File: config.mk
export PLATFORM = sky130hd
export DESIGN_NAME = sbox_pow5
export DESIGN_NICKNAME = d
export VERILOG_FILES = /design/src/rtl/sbox_pow5_pkg.sv /design/src/rtl/sbox_pow5.sv
export SDC_FILE = /design/constraint.sdc
export NUM_CORES = 2
export LEC_CHECK = 0
export ABC_AREA = 1
export BUFFER_PORTS_ARGS = -buffer_cell sky130_fd_sc_hd__clkbuf_2
export CORE_AREA = 2 2 505 507
export DETAILED_ROUTE_END_ITERATION = 8
export DIE_AREA = 0 0 507 509
export PLACE_DENSITY_LB_ADDON = 0.12
export SETUP_SLACK_MARGIN = 0.15
export SLEW_MARGIN = 10
export SYNTH_ARGS = -nofsm -noshare
export SYNTH_HDL_FRONTEND = slang
export SYNTH_SLANG_ARGS = --single-unit
File: constraint.sdc
create_clock -name clk -period 3.33 [get_ports clk]
set_clock_uncertainty 0.15 [all_clocks]
set_input_delay 0.4995 -clock clk [delete_from_list [all_inputs] [get_ports clk]]
set_output_delay 0.4995 -clock clk [all_outputs]
set_load 0.01 [all_outputs]
File: src/rtl/sbox_pow5_pkg.sv
// Shared Poseidon field definitions: element width, prime modulus and the
// x^5 S-box sequencer state encoding.
package sbox_pow5_pkg;

  localparam int unsigned FIELD_WIDTH = 255;

  // BN254 scalar field prime
  localparam logic [FIELD_WIDTH-1:0] MODULUS =
    255'h30644e72e131a029b85045b68181585d2833e84879b9709143e1f593f0000001;

  typedef enum logic [2:0] {
    IDLE,
    SQ1_REQ,
    SQ1_WAIT,
    SQ2_REQ,
    SQ2_WAIT,
    MUL_REQ,
    MUL_WAIT,
    DONE
  } sbox_state_e;

endpackage

File: src/rtl/sbox_pow5.sv
// Poseidon S-box x -> x^5 sequenced over an external Montgomery multiplier:
// x2 = x*x, x4 = x2*x2, x5 = x4*x. Bypass lanes return x unchanged.
module sbox_pow5
  import sbox_pow5_pkg::*;
#(
  parameter int unsigned DATA_WIDTH       = FIELD_WIDTH,
  parameter int unsigned MUL_LATENCY_HINT = 3
) (
  input  logic                  clk,
  input  logic                  rst,
  input  logic                  in_valid_i,
  output logic                  in_ready_o,
  input  logic [DATA_WIDTH-1:0] in_data_i,
  input  logic                  in_bypass_i,
  output logic                  mul_valid_o,
  input  logic                  mul_ready_i,
  output logic [DATA_WIDTH-1:0] mul_op1_o,
  output logic [DATA_WIDTH-1:0] mul_op2_o,
  input  logic                  mul_res_valid_i,
  output logic                  mul_res_ready_o,
  input  logic [DATA_WIDTH-1:0] mul_res_i,
  output logic                  out_valid_o,
  input  logic                  out_ready_i,
  output logic [DATA_WIDTH-1:0] out_data_o
);

  if (MUL_LATENCY_HINT == 0 || DATA_WIDTH < $bits(MODULUS)) begin : g_bad_cfg
    $error("sbox_pow5: DATA_WIDTH too small for MODULUS or zero latency hint");
  end

  sbox_state_e           state_q, state_d;
  logic [DATA_WIDTH-1:0] x_q, x_d;
  logic [DATA_WIDTH-1:0] x2_q, x2_d;
  logic [DATA_WIDTH-1:0] x4_q, x4_d;
  logic [DATA_WIDTH-1:0] res_q, res_d;
  logic                  in_hs;

  always_ff @(posedge clk) begin
    if (rst) begin
      state_q <= IDLE;
      x_q     <= '0;
      x2_q    <= '0;
      x4_q    <= '0;
      res_q   <= '0;
    end else begin
      state_q <= state_d;
      x_q     <= x_d;
      x2_q    <= x2_d;
      x4_q    <= x4_d;
      res_q   <= res_d;
    end
  end

  always_comb begin
    state_d         = state_q;
    x_d             = x_q;
    x2_d            = x2_q;
    x4_d            = x4_q;
    res_d           = res_q;
    in_ready_o      = 1'b0;
    mul_valid_o     = 1'b0;
    mul_op1_o       = '0;
    mul_op2_o       = '0;
    mul_res_ready_o = 1'b0;
    out_valid_o     = 1'b0;
    in_hs           = 1'b0;

    unique case (state_q)
      IDLE: in_ready_o = 1'b1;
      SQ1_REQ: begin
        mul_valid_o = 1'b1;
        mul_op1_o   = x_q;
        mul_op2_o   = x_q;
        if (mul_ready_i) state_d = SQ1_WAIT;
      end
      SQ1_WAIT: begin
        mul_res_ready_o = 1'b1;
        if (mul_res_valid_i) begin
          x2_d    = mul_res_i;
          state_d = SQ2_REQ;
        end
      end
      SQ2_REQ: begin
        mul_valid_o = 1'b1;
        mul_op1_o   = x2_q;
        mul_op2_o   = x2_q;
        if (mul_ready_i) state_d = SQ2_WAIT;
      end
      SQ2_WAIT: begin
        mul_res_ready_o = 1'b1;
        if (mul_res_valid_i) begin
          x4_d    = mul_res_i;
          state_d = MUL_REQ;
        end
      end
      MUL_REQ: begin
        mul_valid_o = 1'b1;
        mul_op1_o   = x4_q;
        mul_op2_o   = x_q;
        if (mul_ready_i) state_d = MUL_WAIT;
      end
      MUL_WAIT: begin
        mul_res_ready_o = 1'b1;
        if (mul_res_valid_i) begin
          res_d   = mul_res_i;
          state_d = DONE;
        end
      end
      DONE: begin
        out_valid_o = 1'b1;
        if (out_ready_i) begin
          in_ready_o = 1'b1;
          state_d    = IDLE;
        end
      end
      default: state_d = IDLE;
    endcase

    // Input acceptance is shared by IDLE and a draining DONE, so it overrides
    // the per-state next state to give back-to-back jobs without a bubble.
    in_hs = in_valid_i && in_ready_o;
    if (in_hs) begin
      x_d = in_data_i;
      if (in_bypass_i) begin
        res_d   = in_data_i;
        state_d = DONE;
      end else begin
        state_d = SQ1_REQ;
      end
    end
  end

  assign out_data_o = res_q;

endmodule
==> results.py <==
metrics = {
    "worst_hold_path": {
        "holdCritStartpoint": "mul_res_i[93]",
        "hold_path_class": "input port to register",
        "worstHoldEndpoint": "x2_q[93]",
        "worstHoldPathCells": 3,
    },
    "power": {
        "power_density_mw_per_mm2": 775,
        "power.total_uw": 55700,
        "vdd_drop_max_mv": 0.568,
        "p_leak_uw": 0.0330,
    },
    "clock_network": {
        "worst_skew_pair.late_latency_ns": 0.80,
        "tritoncts": "yes",
        "ctsHtreeMaxLevel": 4,
        "cts-root-buf": "clkbuf_16",
        "clock_path_buffers": 3,
        "cts_sinks": 1023,
        "path_clk_slew_ns": 0.07,
        "numCtsBuffers": 140,
    },
    "layout": {
        "multiInputGateArea_mm2": 0.0226,
        "utilization_pct": 28.4,
        "areaGrowthSynthToFinish_pct": 56.2,
        "drive_above_1_share_pct": 22.7,
        "fillers": 28200,
        "num-nets-final": 9177,
        "regArea_mm2": 0.0205,
    },
    "logic_synthesis": {
        "ys_seq_area_share_pct": 44.5,
        "synth_cells": 6837,
        "netlist_area_mm2": 0.0460,
        "synth_seq_cells": 1023,
        "synth_nets": 7354,
        "syn_avg_cell_area_um2": 6.73,
        "async_flop_share_pct": 0,
        "netlist-cell-type-count": 28,
        "ys.flop_type": "dfxtp_1",
        "synth_edf_count": 0,
        "yosysWarningCount": 0,
    },
    "detailed_routing": {
        "vias": 54300,
        "drc": 0,
        "routed_wirelength_mm": 310,
        "drt_iter0_markers": 3660,
        "wl_per_cell_um": 25.5,
        "dr.pass1.iters": 5,
        "viasPerCell": 4.47,
        "ant_nets": 0,
    },
    "global_route": {
        "grt_pass1_vias": 51800,
        "overflow": 0,
        "antenna_found_initial": 52,
        "grt_pass1_wl_mm": 417,
        "grtUsageTotal_pct": 22.5,
        "grt_start_max_net_pins": 152,
    },
    "worst_setup_path": {
        "path_buf_inv": 6,
        "path_cells": "buf_12 > nor2_4 > buf_4 > inv_16 > buf_16 > buf_16 > o21ai_1 > a22o_1 > clkbuf_2",
        "r2r_setup_slack_ns": 0.28,
        "worstSetupStartpointType": "register",
        "path_class": "register to output port",
        "r2r-start": "state_q[1]",
        "cpLargestDelayFamily": "buffers and inverters",
        "slowest_delay_ns": 0.36,
        "cp.required_ns": 2.68,
        "cp.arrival_ns": 2.61,
        "critPathCaptureType": "output port",
        "cp_max_fo": 17,
        "r2r_end": "out_data_o[201]",
        "r2r_cells": 12,
        "cp_slowest_cell": "dfxtp_4",
        "worst_setup_path_startpoint": "state_q[1]",
        "crit_top_cell": "buf_16",
    },
    "sta": {
        "period_minus_slack_ns": 3.26,
        "maxSlewHeadroom_pct": 14.3,
        "slew_violations": 0,
        "tightest_slew_ns": 1.29,
        "hold_violations": 0,
        "rsz0062_at_grt": "yes",
        "setup_violations": 0,
        "fmax_mhz": 306,
        "fin_crit_sh_pct": 98.0,
        "tns_ns": 0,
        "fin_ws_ns": 0.0664,
    },
    "die": {
        "die_y_um": 509,
        "core_area_mm2": 0.253,
        "dieArea_mm2": 0.258,
        "start_util_pct": 18.2,
        "rows": 185,
        "die_x_um": 507,
        "ios": 1286,
    },
    "placement": {
        "gp_congestion": 0.856,
        "dp_worst_setup_slack_ns": 0.275,
        "port_buffers": 1285,
        "dp_hpwl_mm": 202,
    },
    "status": {
        "status": "completed",
    },
    "run": {
        "cap_violations": 0,
    },
}
==> Yosys cell counts, types with 2 or more instances <==
master	n	area, um2
buf_2	189	946
buf_4	15	113
nor2_1	1674	6280
nand4_1	257	1610
clkbuf_1	331	1240
nor2_4	2	22.5
o21ai_2	8	70.1
buf_1	29	109
o211ai_1	66	495
nand3_1	36	180
inv_1	432	1620
o21ai_0	741	3710
dfxtp_1	1023	20500
nand3_2	2	20.0
a21oi_1	174	871
inv_2	10	37.5
o21ai_1	218	1090
nand2_1	1430	5370
a22o_1	189	1660
nand2_2	3	18.8
==> state kept, by name, indices dropped and copies added, names as in the netlist <==
register and count:
x_q 255, x2_q 255, x4_q 255, state_q 3
out_data_o 255
==> cells in the final DEF, fill, tap and decap left out, types with 17 or more instances in the layout <==
cell	n
clkbuf_16	163
buf_16	43
buf_6	28
a22o_1	185
dfxtp_1	1020
diode_2	30
clkinv_2	20
nand2_1	1323
buf_12	79
nand3_1	34
clkbuf_2	1174
nand2_4	64
nor2_1	1673
o211ai_1	66
o21ai_0	660
a21oi_1	174
buf_4	113
buf_2	51
dlygate4sd3_1	689
nand2_2	45
clkbuf_8	52
inv_1	430
o21ai_1	228
clkbuf_1	35
o21ai_2	62
o21ai_4	17
nand4_1	257
==> worst min-delay path, stage by stage <==
cell      delay [ns]
clkbuf_2        0.23
o21ai_0         0.21
nor2_1          0.04
==> cells by family (layout without fill, tap and decap cells) <==
kind of cell | Yosys count | after routing | synth area share (%)
AOI/OAI and AO/OA | 1401 | 1401 | 17.2
buffers and inverters | 1008 | 2933 | 8.88
other | 0 | 30 | 0
DFF | 1023 | 1023 | 44.5
and+or+nand+nor | 3405 | 3407 | 29.4
==> power breakdown <==
group          switching [uW]  internal (uW)  total [uW]  leakage, uW
clock                    6530           8910       15400      0.00223
combinational           15200           7890       23100       0.0224
sequential               1840          15300       17100      0.00837
==> how the worst max path moves through the flow <==
stage | depth (start not counted) | slack [ns] | endpoint
2_1_floorplan | 8 | 1.13 | mul_op1_o[100]
4_1_cts | 8 | -0.02 | mul_op1_o[19]
6_report | 9 | 0.07 | mul_op1_o[142]
3_3_place_gp | 8 | 0.29 | mul_op1_o[23]
5_1_grt | 9 | -0.02 | mul_op1_o[150]
3_5_place_dp | 8 | 0.28 | mul_op1_o[23]
==> metrics by stage <==
| stage | hold WS [ns] | instances | area (um2) |
|---|---|---|---|
| 3_5_place_dp | 0.288 | 11100 | 56500 |
| 5_1_grt | 0.0335 | 12200 | 71800 |
| 6_report | 0.104 | 12200 | 71800 |
| 2_1_floorplan | 0.275 | 6837 | 46000 |
| 3_3_place_gp | 0.284 | 11100 | 56500 |
| 4_1_cts | 0.00584 | 12100 | 70300 |
==> area by class of cell <==
| type | instances | share of cell area, % |
|---|---|---|
| sequential | 1023 | 28.5 |
| timing repair buffer | 2241 | 25.3 |
| multi-input combinational | 4808 | 31.4 |
| antenna | 30 | 0.105 |
| timing repair inverter | 3 | 0.0627 |
| clock inverter | 40 | 0.651 |
| tap | 3366 | 5.86 |
| inverter | 443 | 2.42 |
| clock buffer | 206 | 5.68 |
==> what timing repair did <==
item | 4_1_cts | 5_1_grt
setup endpoints to repair | 511 | 406
hold endpoints to repair | 1013 | 0
hold buffers | 689 | 0
setup buffers | 42 | 19
gates cloned | 31 | 22
resized for setup | 328 | 298
pin swaps | 41 | 54
==> layer usage <==
metal  vias up  GRT usage (%)  wire length, um
met5         -              0               79
met4        14           7.82            11500
met3       424           5.84            23000
met2      1947           36.8           142000
met1     26200           28.5           133000
li1      25700              -                -
No activity file was read; power rests on OpenSTA's default activity.
